## config.mk

```make
export PLATFORM = sky130hd
export DESIGN_NAME = fetch_stage
export DESIGN_NICKNAME = d
export VERILOG_FILES = /design/src/rtl/fetch_stage.sv
export SDC_FILE = /design/constraint.sdc
export NUM_CORES = 1
export LEC_CHECK = 0
export BUFFER_PORTS_ARGS = -buffer_cell sky130_fd_sc_hd__buf_2
export CAP_MARGIN = 20
export CELL_PAD_IN_SITES_DETAIL_PLACEMENT = 0
export CELL_PAD_IN_SITES_GLOBAL_PLACEMENT = 2
export CORE_MARGIN = 2
export CORE_UTILIZATION = 28
export CTS_CLUSTER_DIAMETER = 60
export DETAILED_ROUTE_END_ITERATION = 6
export MAX_ROUTING_LAYER = met4
export PLACE_DENSITY_LB_ADDON = 0.1
export SLEW_MARGIN = 10
export SYNTH_ARGS = -nofsm -noshare
export SYNTH_HDL_FRONTEND = slang
export SYNTH_SLANG_ARGS = --single-unit
```

## constraint.sdc

```tcl
create_clock -name CLK -period 10.6 [get_ports CLK]
set_input_delay 3.18 -clock CLK [delete_from_list [all_inputs] [get_ports CLK]]
set_output_delay 3.18 -clock CLK [all_outputs]
set_load 0.1 [all_outputs]
```

## src/rtl/fetch_stage.sv

```systemverilog
// Instruction fetch stage: owns the PC, issues imem reads and feeds IF/ID.
// One-entry hold buffer absorbs a fetched word while the pipe is stalled.
module fetch_stage #(
    parameter int                WORD_W  = 32,
    parameter logic [WORD_W-1:0] PC_INIT = '0
) (
    input  logic              CLK,
    input  logic              RST,
    input  logic              ihit,
    input  logic [WORD_W-1:0] iload,
    input  logic              stall,
    input  logic              branch_taken,
    input  logic [WORD_W-1:0] branch_target,
    input  logic              jump,
    input  logic [WORD_W-1:0] jump_target,
    input  logic              halt,
    output logic              iREN,
    output logic [WORD_W-1:0] iaddr,
    output logic              ifid_enable,
    output logic              ifid_flush,
    output logic [WORD_W-1:0] instruction_out,
    output logic [WORD_W-1:0] pcout_out,
    output logic [31:0]       fetch_count
);

    typedef enum logic [1:0] {
        FETCH  = 2'd0,
        HOLD   = 2'd1,
        HALTED = 2'd2
    } state_t;

    state_t            state;
    logic [WORD_W-1:0] pc;
    logic [WORD_W-1:0] hold_instr;
    logic [WORD_W-1:0] hold_pc4;
    logic [31:0]       count;

    logic [WORD_W-1:0] pc4;
    logic              redirect;
    logic [WORD_W-1:0] target;
    logic              en;
    logic              flush;
    logic [WORD_W-1:0] instr;
    logic [WORD_W-1:0] pcout;

    assign pc4      = pc + WORD_W'(4);
    assign redirect = branch_taken | jump;
    assign target   = branch_taken ? branch_target : jump_target;

    // Priority: halt > branch > jump > stall > ihit
    always_comb begin
        en    = 1'b0;
        flush = 1'b0;
        instr = '0;
        pcout = '0;
        if (state != HALTED) begin
            if (halt || redirect) begin
                flush = 1'b1;
            end else if (state == HOLD) begin
                if (!stall) begin
                    en    = 1'b1;
                    instr = hold_instr;
                    pcout = hold_pc4;
                end
            end else if (ihit && !stall) begin
                en    = 1'b1;
                instr = iload;
                pcout = pc4;
            end
        end
    end

    always_ff @(posedge CLK or posedge RST) begin
        if (RST) begin
            state      <= FETCH;
            pc         <= PC_INIT;
            hold_instr <= '0;
            hold_pc4   <= '0;
            count      <= '0;
        end else begin
            if (en && count != 32'hFFFF_FFFF)
                count <= count + 32'd1;
            case (state)
                FETCH, HOLD: begin
                    if (halt) begin
                        state <= HALTED;
                    end else if (redirect) begin
                        pc    <= target;
                        state <= FETCH;
                    end else if (state == HOLD) begin
                        if (!stall) begin
                            pc    <= hold_pc4;
                            state <= FETCH;
                        end
                    end else if (ihit) begin
                        if (stall) begin
                            hold_instr <= iload;
                            hold_pc4   <= pc4;
                            state      <= HOLD;
                        end else begin
                            pc <= pc4;
                        end
                    end
                end
                default: state <= HALTED;
            endcase
        end
    end

    // Outputs are forced low for the whole time reset is held
    assign iREN            = !RST && (state == FETCH);
    assign iaddr           = RST ? '0 : pc;
    assign ifid_enable     = !RST && en;
    assign ifid_flush      = !RST && flush;
    assign instruction_out = RST ? '0 : instr;
    assign pcout_out       = RST ? '0 : pcout;
    assign fetch_count     = RST ? '0 : count;

endmodule

```

==> results_dict.tcl, run 1 <==
set metrics [dict create \
    cts_root_buf "clkbuf_16" \
    clock_skew_ps 9.70 \
    synth-xor-area-share_pct 5.60 \
    post_cts_resize_count 0 \
    die_y_um 178 \
    synthArstFlopShare_pct 100 \
    required_ps 7420 \
    synthTopCellsByArea "dfrtp_1, nand2_1, mux2_2, nor2b_1, o21ai_0" \
    vias 8045 \
    ys_warn_count 0 \
    place.gp.congestion 0.773 \
    drive_gt1_share_pct 29.2 \
    syn_area_um2 8440 \
    crit_slowest_cell "buf_2" \
    drv_cap 0 \
    dr.pass1.iters 5 \
    h-tree-depth 4 \
    cp-start-kind "primary input" \
    grt_antenna_before_repair 5 \
    num_rows 63 \
    cp_slowest_stage_delay_ps 490 \
    drt-wirelength-per-cell_um 19.8 \
    yosys.area.top_type "dfrtp_1" \
    finalSetupViolCount 0 \
    port_buffers 233 \
    critPathKind "in2out" \
    cp_cell_sequence "buf_2, buf_4, nor4_2, buf_4, nand4_1, o22ai_1, buf_2" \
    cts_tree "yes" \
    synth_compound_area_share_pct 15.4 \
    synth_cells 1006 \
    min_period_over_period_pct 82.4 \
    initial_utilization_pct 28.5 \
    hp-class "reg2reg" \
    synth_fp_nets 1111 \
    power_leakage_nw 4.91 \
    die_w_um 178 \
    fillers 3208 \
    synthAdderAreaFrac_pct 0.296 \
    cp_max_fo 49 \
    cts_buffer_depth 2 \
    fp.coreArea_um2 29600 \
    hold_viol 0 \
    grt_pass1_wl_um 48800 \
    outcome "complete, no violations" \
    fin_nets 1297 \
    rsz0062_at_grt "no" \
    grt_max_degree 68 \
    period_needed_ps 8730 \
    die-area_um2 31600 \
    post-cts-setup-buffers 0 \
    cts_hold_buf 0 \
    io_pins 234 \
    end_kind "output port" \
    multiInputGateArea_um2 4860 \
    worstMarginPinSlew_ps 947 \
    drt_iter0_markers 518 \
    grt_usage_pct 20.9 \
    slew_viol_final 0 \
    synth_top_cell_area_share_pct 38.5 \
    ir_drop_v 0.0000869 \
    cts_sinks 130 \
    via_per_inst 5.02 \
    synth_top_family_by_area "simple AND/OR/NAND/NOR gates" \
    syn_avg_cell_area_um2 8.39 \
    grt_pass1_vias 8047 \
    grt_overflow 0 \
    ys_types 56 \
    synthFlopType "dfrtp_1" \
    syn2layout_area_growth_pct 24.5 \
    clock_latency_ps 420 \
    clk_pin_slew_worst_paths_ps 60 \
    max_freq_ghz 0.115 \
    tns_ps 0 \
    powerDensity_nw_per_um2 130 \
    hpwl_um 22400 \
    wirelength_um 31700 \
    numCtsBuffers 17 \
    synth-edff-count 0 \
    relSlewSlack_pct 36.5 \
    synth-seq-cells 130 \
    cp_data_arrival_time_ps 5550 \
    synthMuxAreaShare_pct 7.05 \
    seq_area_frac_synth_pct 38.5 \
    ant_nets 0 \
    ff_latch_area_um2 3250 \
    synth-simple-area-share_pct 28.8 \
    drc 0 \
    hold_slack_ps 486 \
]
[worst paths after layout]
kind | startpoint | endpoint | slack [ps] | cells past startpoint
setup / recovery | branch_taken | pcout_out[21] | 1870 | 7
max in group asynchronous | RST | hold_pc4[16]$_DFFE_PP0P_ | 6440 | 3
hold / removal | hold_pc4[14]$_DFFE_PP0P_ | hold_pc4[14]$_DFFE_PP0P_ | 490 | 2
hold reg to reg | hold_pc4[14]$_DFFE_PP0P_ | hold_pc4[14]$_DFFE_PP0P_ | 490 | 2
setup reg to reg | state[0]$_DFFE_PP0P_ | pc[5]$_DFFE_PP0P_ | 7250 | 6
min in group asynchronous | RST | count[3]$_DFFE_PP0P_ | 2980 | 2
[synth_stat cells (7+ instances only)]
cell type and count:
mux2_2 44, nand4_1 20, nor4_1 9, o22ai_1 9, clkbuf_1 63, a221oi_1 12
a21oi_1 57, buf_2 7, nor2_1 74, xor2_1 26, nand2_1 137, inv_1 11
o21ai_0 81, buf_1 8, dfrtp_1 130, mux2i_1 10, nor2b_1 70, a22oi_1 15
nand3_1 58, xnor2_1 28, o2bb2ai_1 13, o21ai_1 7, nor4_4 8, nor3_1 31
[layout make-up]
class,count,area share [%]
inverters,11,0.428
clock inverters,14,1.34
diodes,6,0.143
flip-flops and latches,130,30.9
clock buffers,18,4.18
multi-input cells,785,46.2
well taps,390,4.64
repair buffers,247,12.1
[worst max-delay path: cells and delay by family]
kind / cells / cell delay, ps
buffers and inverters: 4 / 1100
AND/OR/NAND/NOR: 2 / 870
AO/OA/AOI/OAI: 1 / 390
[routing by layer]
metal	vias to the layer above	track usage, %	wire length, um
met3	19	3.51	1520
met1	3878	28.6	15100
met4	0	4.10	382
met2	214	32.5	14700
li1	3934	-	-
met5	-	-	0
[state kept, by name, indices dropped and copies added (netlist names)]
| register | flops |
|---|---|
| hold_pc4 | 32 |
| count | 32 |
| hold_instr | 32 |
| pc | 32 |
| state | 2 |
[where the power goes]
group / internal [mW] / total [mW] / switching, mW
Clock: 0.336 / 0.595 / 0.259
Sequential: 0.514 / 0.548 / 0.0337
Combinational: 0.0634 / 0.228 / 0.165
Total: 0.914 / 1.37 / 0.457
[cells in the final DEF, fill, tap and decap left out, types with 15 or more instances in the layout]
| master | count |
|---|---|
| nand2_1 | 136 |
| clkbuf_16 | 17 |
| xor2_1 | 26 |
| nor3_1 | 30 |
| dfrtp_1 | 130 |
| nor2b_1 | 69 |
| a21oi_1 | 56 |
| nor2_1 | 74 |
| nand3_1 | 57 |
| buf_2 | 233 |
| nand4_1 | 20 |
| xnor2_1 | 28 |
| o21ai_0 | 81 |
| a22oi_1 | 15 |
| mux2_2 | 44 |
[stage by stage]
stage	utilization [%]	power [mW]	setup slack (ps)	instances	cell area [um2]
finish	35.5	1.37	1870	1601	10500
global route	35.5	1.43	1710	1600	10500
CTS	35.4	1.39	1820	1595	10500
detailed placement	33.5	0.788	1840	1563	9920
global placement	33.5	0.789	1950	1563	9920
floorplan	-	0.713	344	1006	8450
[kinds of logic after synthesis]
group / after synthesis
XOR/XNOR: 54
AO/OA/AOI/OAI: 217
adder cells (fa/ha/maj): 2
AND/OR/NAND/NOR: 458
buffers and inverters: 91
multiplexers: 54
flip-flops: 130
No activity file was read; power rests on OpenSTA's default activity.
==> run 2: changes to the inputs <==
==> constraint.sdc (replaced) <==
create_clock -name CLK -period 7.9 [get_ports CLK]
set_input_delay 2.37 -clock CLK [delete_from_list [all_inputs] [get_ports CLK]]
set_output_delay 2.37 -clock CLK [all_outputs]
set_load 0.1 [all_outputs]
==> run 2 against run 1 <==
Against the previous run: cell area grew 2.6%; wire length rose by 2.1%; count of clock-buffer cells in the layout increased by 1; worst hold slack improved by 2.5 ps; sequential cell count unchanged; core utilization up 0.92 points; setup slack got worse by 910 ps; clock power increased by 32%; critical path type unchanged; critical endpoint is now pcout_out[20]; largest cell class unchanged; highest routed layer unchanged.
==> results_dict.tcl, run 2 (synthesis gave the netlist of run 1 again) <==
set metrics [dict create \
    outcome "complete, no violations" \
    wirelength_um 32300 \
    drt_iter0_markers 528 \
    max_freq_ghz 0.144 \
    power_mw 1.83 \
    fin_area_um2 10800 \
    rsz0062_at_grt "no" \
    r2r_setup_slack_ps 4950 \
    ff_latch_area_um2 3250 \
    relSlewSlack_pct 38.2 \
    numCtsBuffers 17 \
    dr.pass1.iters 5 \
    hpwl_um 22400 \
    hold_depth 2 \
    h-tree-depth 4 \
    final_util_pct 36.4 \
    grt_overflow 0 \
    power.switching_mw 0.606 \
    power_frac_seq_pct 40.0 \
    layout_commonest_cell "buf_2" \
    end_kind "output port" \
    clock_skew_ps 18.3 \
    sw_frac_of_total_pct 33.1 \
    ant_nets 0 \
    place.gp.congestion 0.763 \
    num_rows 63 \
    power_leakage_nw 4.94 \
    clk_pin_slew_worst_paths_ps 60 \
    period_needed_ps 6940 \
    hp-class "reg2reg" \
    post_cts_resize_count 0 \
    multiInputGateArea_um2 4970 \
    critPathKind "in2out" \
    layout_common_cells "buf_2, nand2_1, dfrtp_1" \
    grt_max_degree 68 \
    grt_usage_pct 21.3 \
    port_buffers 233 \
    die_y_um 178 \
    fp.coreArea_um2 29600 \
    cts_tree "yes" \
    pre_cts_slack_ps 970 \
    r2r_cells 6 \
    slew_viol_final 0 \
    cp_data_arrival_time_ps 4570 \
    clock_latency_ps 420 \
    cp-start-kind "primary input" \
    grt_antenna_before_repair 2 \
    worstMarginPinSlew_ps 922 \
    vias 8117 \
    drive_gt1_share_pct 31.0 \
    min_period_over_period_pct 87.9 \
    powerDensity_nw_per_um2 170 \
    post-cts-setup-buffers 0 \
    required_ps 5530 \
    grt_pass1_wl_um 49600 \
    cp_max_fo 12 \
    combPwrFrac_pct 16.9 \
    die_w_um 178 \
    initial_utilization_pct 28.5 \
    fin_nets 1300 \
    cts_root_buf "clkbuf_16" \
    die-area_um2 31600 \
    drc 0 \
    dpl_cell_area_um2 10200 \
    cts_sinks 130 \
    syn2layout_area_growth_pct 27.8 \
    fillers 3197 \
    power.internal_mw 1.22 \
    drt-wirelength-per-cell_um 20.2 \
    via_per_inst 5.07 \
    fin_ws_ps 958 \
    drv_cap 0 \
    clock_power_share_pct 43.1 \
    tns_ps 0 \
    cts_buffer_depth 2 \
    cts_hold_buf 0 \
    ir_drop_v 0.000110 \
    hold_viol 0 \
    grt_pass1_vias 8225 \
    finalSetupViolCount 0 \
    io_pins 234 \
]
-- run 2: final timing paths --
check / start / to
max in group asynchronous: RST / count[21]$_DFFE_PP0P_
min in group asynchronous: RST / state[0]$_DFFE_PP0P_
hold reg to reg: hold_pc4[12]$_DFFE_PP0P_ / hold_pc4[12]$_DFFE_PP0P_
setup / recovery: jump / pcout_out[20]
setup reg to reg: state[1]$_DFFE_PP0P_ / pc[7]$_DFFE_PP0P_
hold / removal: hold_pc4[12]$_DFFE_PP0P_ / hold_pc4[12]$_DFFE_PP0P_
-- run 2: power groups by stage --
| stage | logic [mW] | registers, mW | clock network (mW) |
|---|---|---|---|
| after floorplan | 0.238 | 0.723 | 0 |
| after global placement | 0.314 | 0.745 | 0 |
| after detailed placement | 0.313 | 0.744 | 0 |
| after CTS | 0.314 | 0.732 | 0.811 |
| after global routing | 0.333 | 0.738 | 0.842 |
| final | 0.308 | 0.732 | 0.788 |
-- run 2: worst max-delay path: stages --
cell and delay [ps]:
buf_2 120, nor3_1 360, nand2b_1 200, nor2_1 130
nand4_1 480, o21ai_0 670, buf_12 250
-- run 2: metal layers --
metal / track usage (%) / share of wire (%)
met1: 27.8 / 46
met2: 34.5 / 48
met3: 3.64 / 4.4
met4: 4.58 / 1.4
met5: - / 0
-- run 2: per-stage QoR --
step / hold WS (ps) / instances
after floorplan: 450 / 1006
after global placement: 464 / 1566
after detailed placement: 477 / 1566
after CTS: 491 / 1598
after global routing: 503 / 1600
final: 488 / 1600
-- run 2: layout make-up --
class / instances / area share [%]
multi-input combinational: 785 / 46.1
inverter: 11 / 0.418
clock buffer: 19 / 4.11
clock inverter: 13 / 1.17
timing repair buffer: 250 / 13.5
tap: 390 / 4.52
antenna: 2 / 0.0464
sequential: 130 / 30.2
==> run 3: changes to the inputs <==
--- a/config.mk
+++ b/config.mk
@@ -9,6 +9,7 @@
 export CAP_MARGIN = 20
 export CELL_PAD_IN_SITES_DETAIL_PLACEMENT = 0
 export CELL_PAD_IN_SITES_GLOBAL_PLACEMENT = 2
+export CORE_ASPECT_RATIO = 0.7
 export CORE_MARGIN = 2
 export CORE_UTILIZATION = 28
 export CTS_CLUSTER_DIAMETER = 60
==> run 3 against run 2 <==
Against the previous run: clock skew decreased by 7.2 ps; non-clock buffer count unchanged; worst hold slack got worse by 4.1 ps; sequential power is essentially flat; largest cell class unchanged; power increased by 0.22%; first-iteration DRC count shrank 2.1%; highest routed layer unchanged; combinational power about the same; via count shrank 1.8%; cell area is 0.24% higher.
==> results_dict.tcl, run 3 (synthesis gave the netlist of run 1 again) <==
set metrics [dict create \
    power_mw 1.83 \
    grt_antenna_before_repair 1 \
    power.switching_mw 0.562 \
    pre_cts_slack_ps 996 \
    cp_max_fo 12 \
    cp_cell_sequence "buf_2, nor3_1, nand2b_1, nor2_1, nand4_1, o21ai_0, buf_12" \
    power_frac_seq_pct 40.1 \
    h-tree-depth 4 \
    grt_usage_pct 21.2 \
    combPwrFrac_pct 16.6 \
    crit_slowest_cell "o21ai_0" \
    fp.coreArea_um2 29800 \
    min_period_over_period_pct 86.7 \
    fin_ws_ps 1050 \
    hpwl_um 22500 \
    dr.pass1.iters 6 \
    cts_hold_buf 0 \
    cp_slowest_stage_delay_ps 580 \
    power.internal_mw 1.27 \
    fin_cells 1593 \
    layout_common_cells "buf_2, nand2_1, dfrtp_1" \
    vias 7974 \
    powerDensity_nw_per_um2 170 \
    clock_power_share_pct 43.3 \
    die_y_um 149 \
    via_per_inst 5.01 \
    port_buffers 233 \
    critical_path_buf_inv_count 2 \
    outcome "complete, no violations" \
    clock_skew_ps 11.1 \
    cts_sinks 130 \
    drive_gt1_share_pct 30.6 \
    wirelength_um 31900 \
    io_pins 234 \
    ir_drop_v 0.0000870 \
    hold_viol 0 \
    fin_nets 1300 \
    post-cts-setup-buffers 0 \
    required_ps 5530 \
    drt_iter0_markers 517 \
    initial_utilization_pct 28.3 \
    worstMarginPinSlew_ps 968 \
    dpl.cell_count 1561 \
    place.gp.congestion 0.791 \
    cts_buffer_depth 2 \
    hold_slack_ps 484 \
    slew_viol_final 0 \
    grt_pass1_vias 7743 \
    fin_area_um2 10800 \
    cp-start-kind "primary input" \
    tns_ps 0 \
    power_leakage_nw 4.96 \
    cp_data_arrival_time_ps 4480 \
    drt-wirelength-per-cell_um 20.0 \
    ant_nets 0 \
    grt_pass1_wl_um 48600 \
    layout_commonest_cell "buf_2" \
    die-area_um2 31600 \
    drv_cap 0 \
    syn2layout_area_growth_pct 28.1 \
    drc 0 \
    num_rows 53 \
    cts_root_buf "clkbuf_16" \
    finalSetupViolCount 0 \
    post_cts_resize_count 0 \
    r2r_setup_slack_ps 4150 \
    rsz0062_at_grt "no" \
    final_util_pct 36.2 \
    period_needed_ps 6850 \
    relSlewSlack_pct 35.4 \
    hp-class "reg2reg" \
    grt_max_degree 71 \
    critPathKind "in2out" \
    cts_tree "yes" \
    clock_latency_ps 430 \
    clk_pin_slew_worst_paths_ps 60 \
    max_freq_ghz 0.146 \
    end_kind "output port" \
    numCtsBuffers 17 \
    sw_frac_of_total_pct 30.6 \
    grt_overflow 0 \
    critPathTopFamily "simple AND/OR/NAND/NOR gates" \
    dpl_cell_area_um2 10200 \
    die_w_um 212 \
]
## run 3: cell count changes in the layout (fill, tap and decap cells not counted), moves of 2 or more
cell        before  now
buf_2          222  220
clkbuf_8         1    4
inv_6            4    0
clkinv_2         1    3
buf_12          11   13
clkinvlp_4       5    1
clkbuf_1         1    5
clkinv_4         3    0
## run 3: worst paths after layout
path	start	endpoint	depth (start not counted)
max	jump	pcout_out[15]	7
max reg2reg	state[0]$_DFFE_PP0P_	pc[5]$_DFFE_PP0P_	6
min	hold_pc4[14]$_DFFE_PP0P_	hold_pc4[14]$_DFFE_PP0P_	2
max in group asynchronous	RST	pc[20]$_DFFE_PP0P_	4
min in group asynchronous	RST	pc[2]$_DFFE_PP0P_	3
min reg2reg	hold_pc4[14]$_DFFE_PP0P_	hold_pc4[14]$_DFFE_PP0P_	2
## run 3: power by group through the flow
stage / combinational [mW] / clock, mW / sequential [mW]
after floorplan: 0.238 / 0 / 0.723
after global routing: 0.330 / 0.851 / 0.739
after CTS: 0.308 / 0.819 / 0.733
after global placement: 0.309 / 0 / 0.745
after detailed placement: 0.308 / 0 / 0.745
final: 0.305 / 0.794 / 0.734
## run 3: layout make-up
cell class,count,area (um2)
sequential,130,3250
tap,385,482
clock inverter,5,75.1
antenna,1,2.50
timing repair buffer,250,1490
fill,3164,19000
clock buffer,26,499
multi-input combinational,785,4970
inverter,11,45.0
## run 3: per-layer routing
layer	up-vias	GRT usage, %	part of all wire (%)
met1	3837	32.0	53
met3	17	3.64	4.0
met2	195	28.9	41
li1	3925	-	-
met5	-	-	0
met4	0	4.89	1.3
## run 3: worst register-to-register path, stage by stage, from the launching register on
cell      delay, ps
dfrtp_1         680
nor2b_4         900
buf_4           580
o21bai_1        230
a21oi_4         800
o21ai_0         250
a21oi_1         220
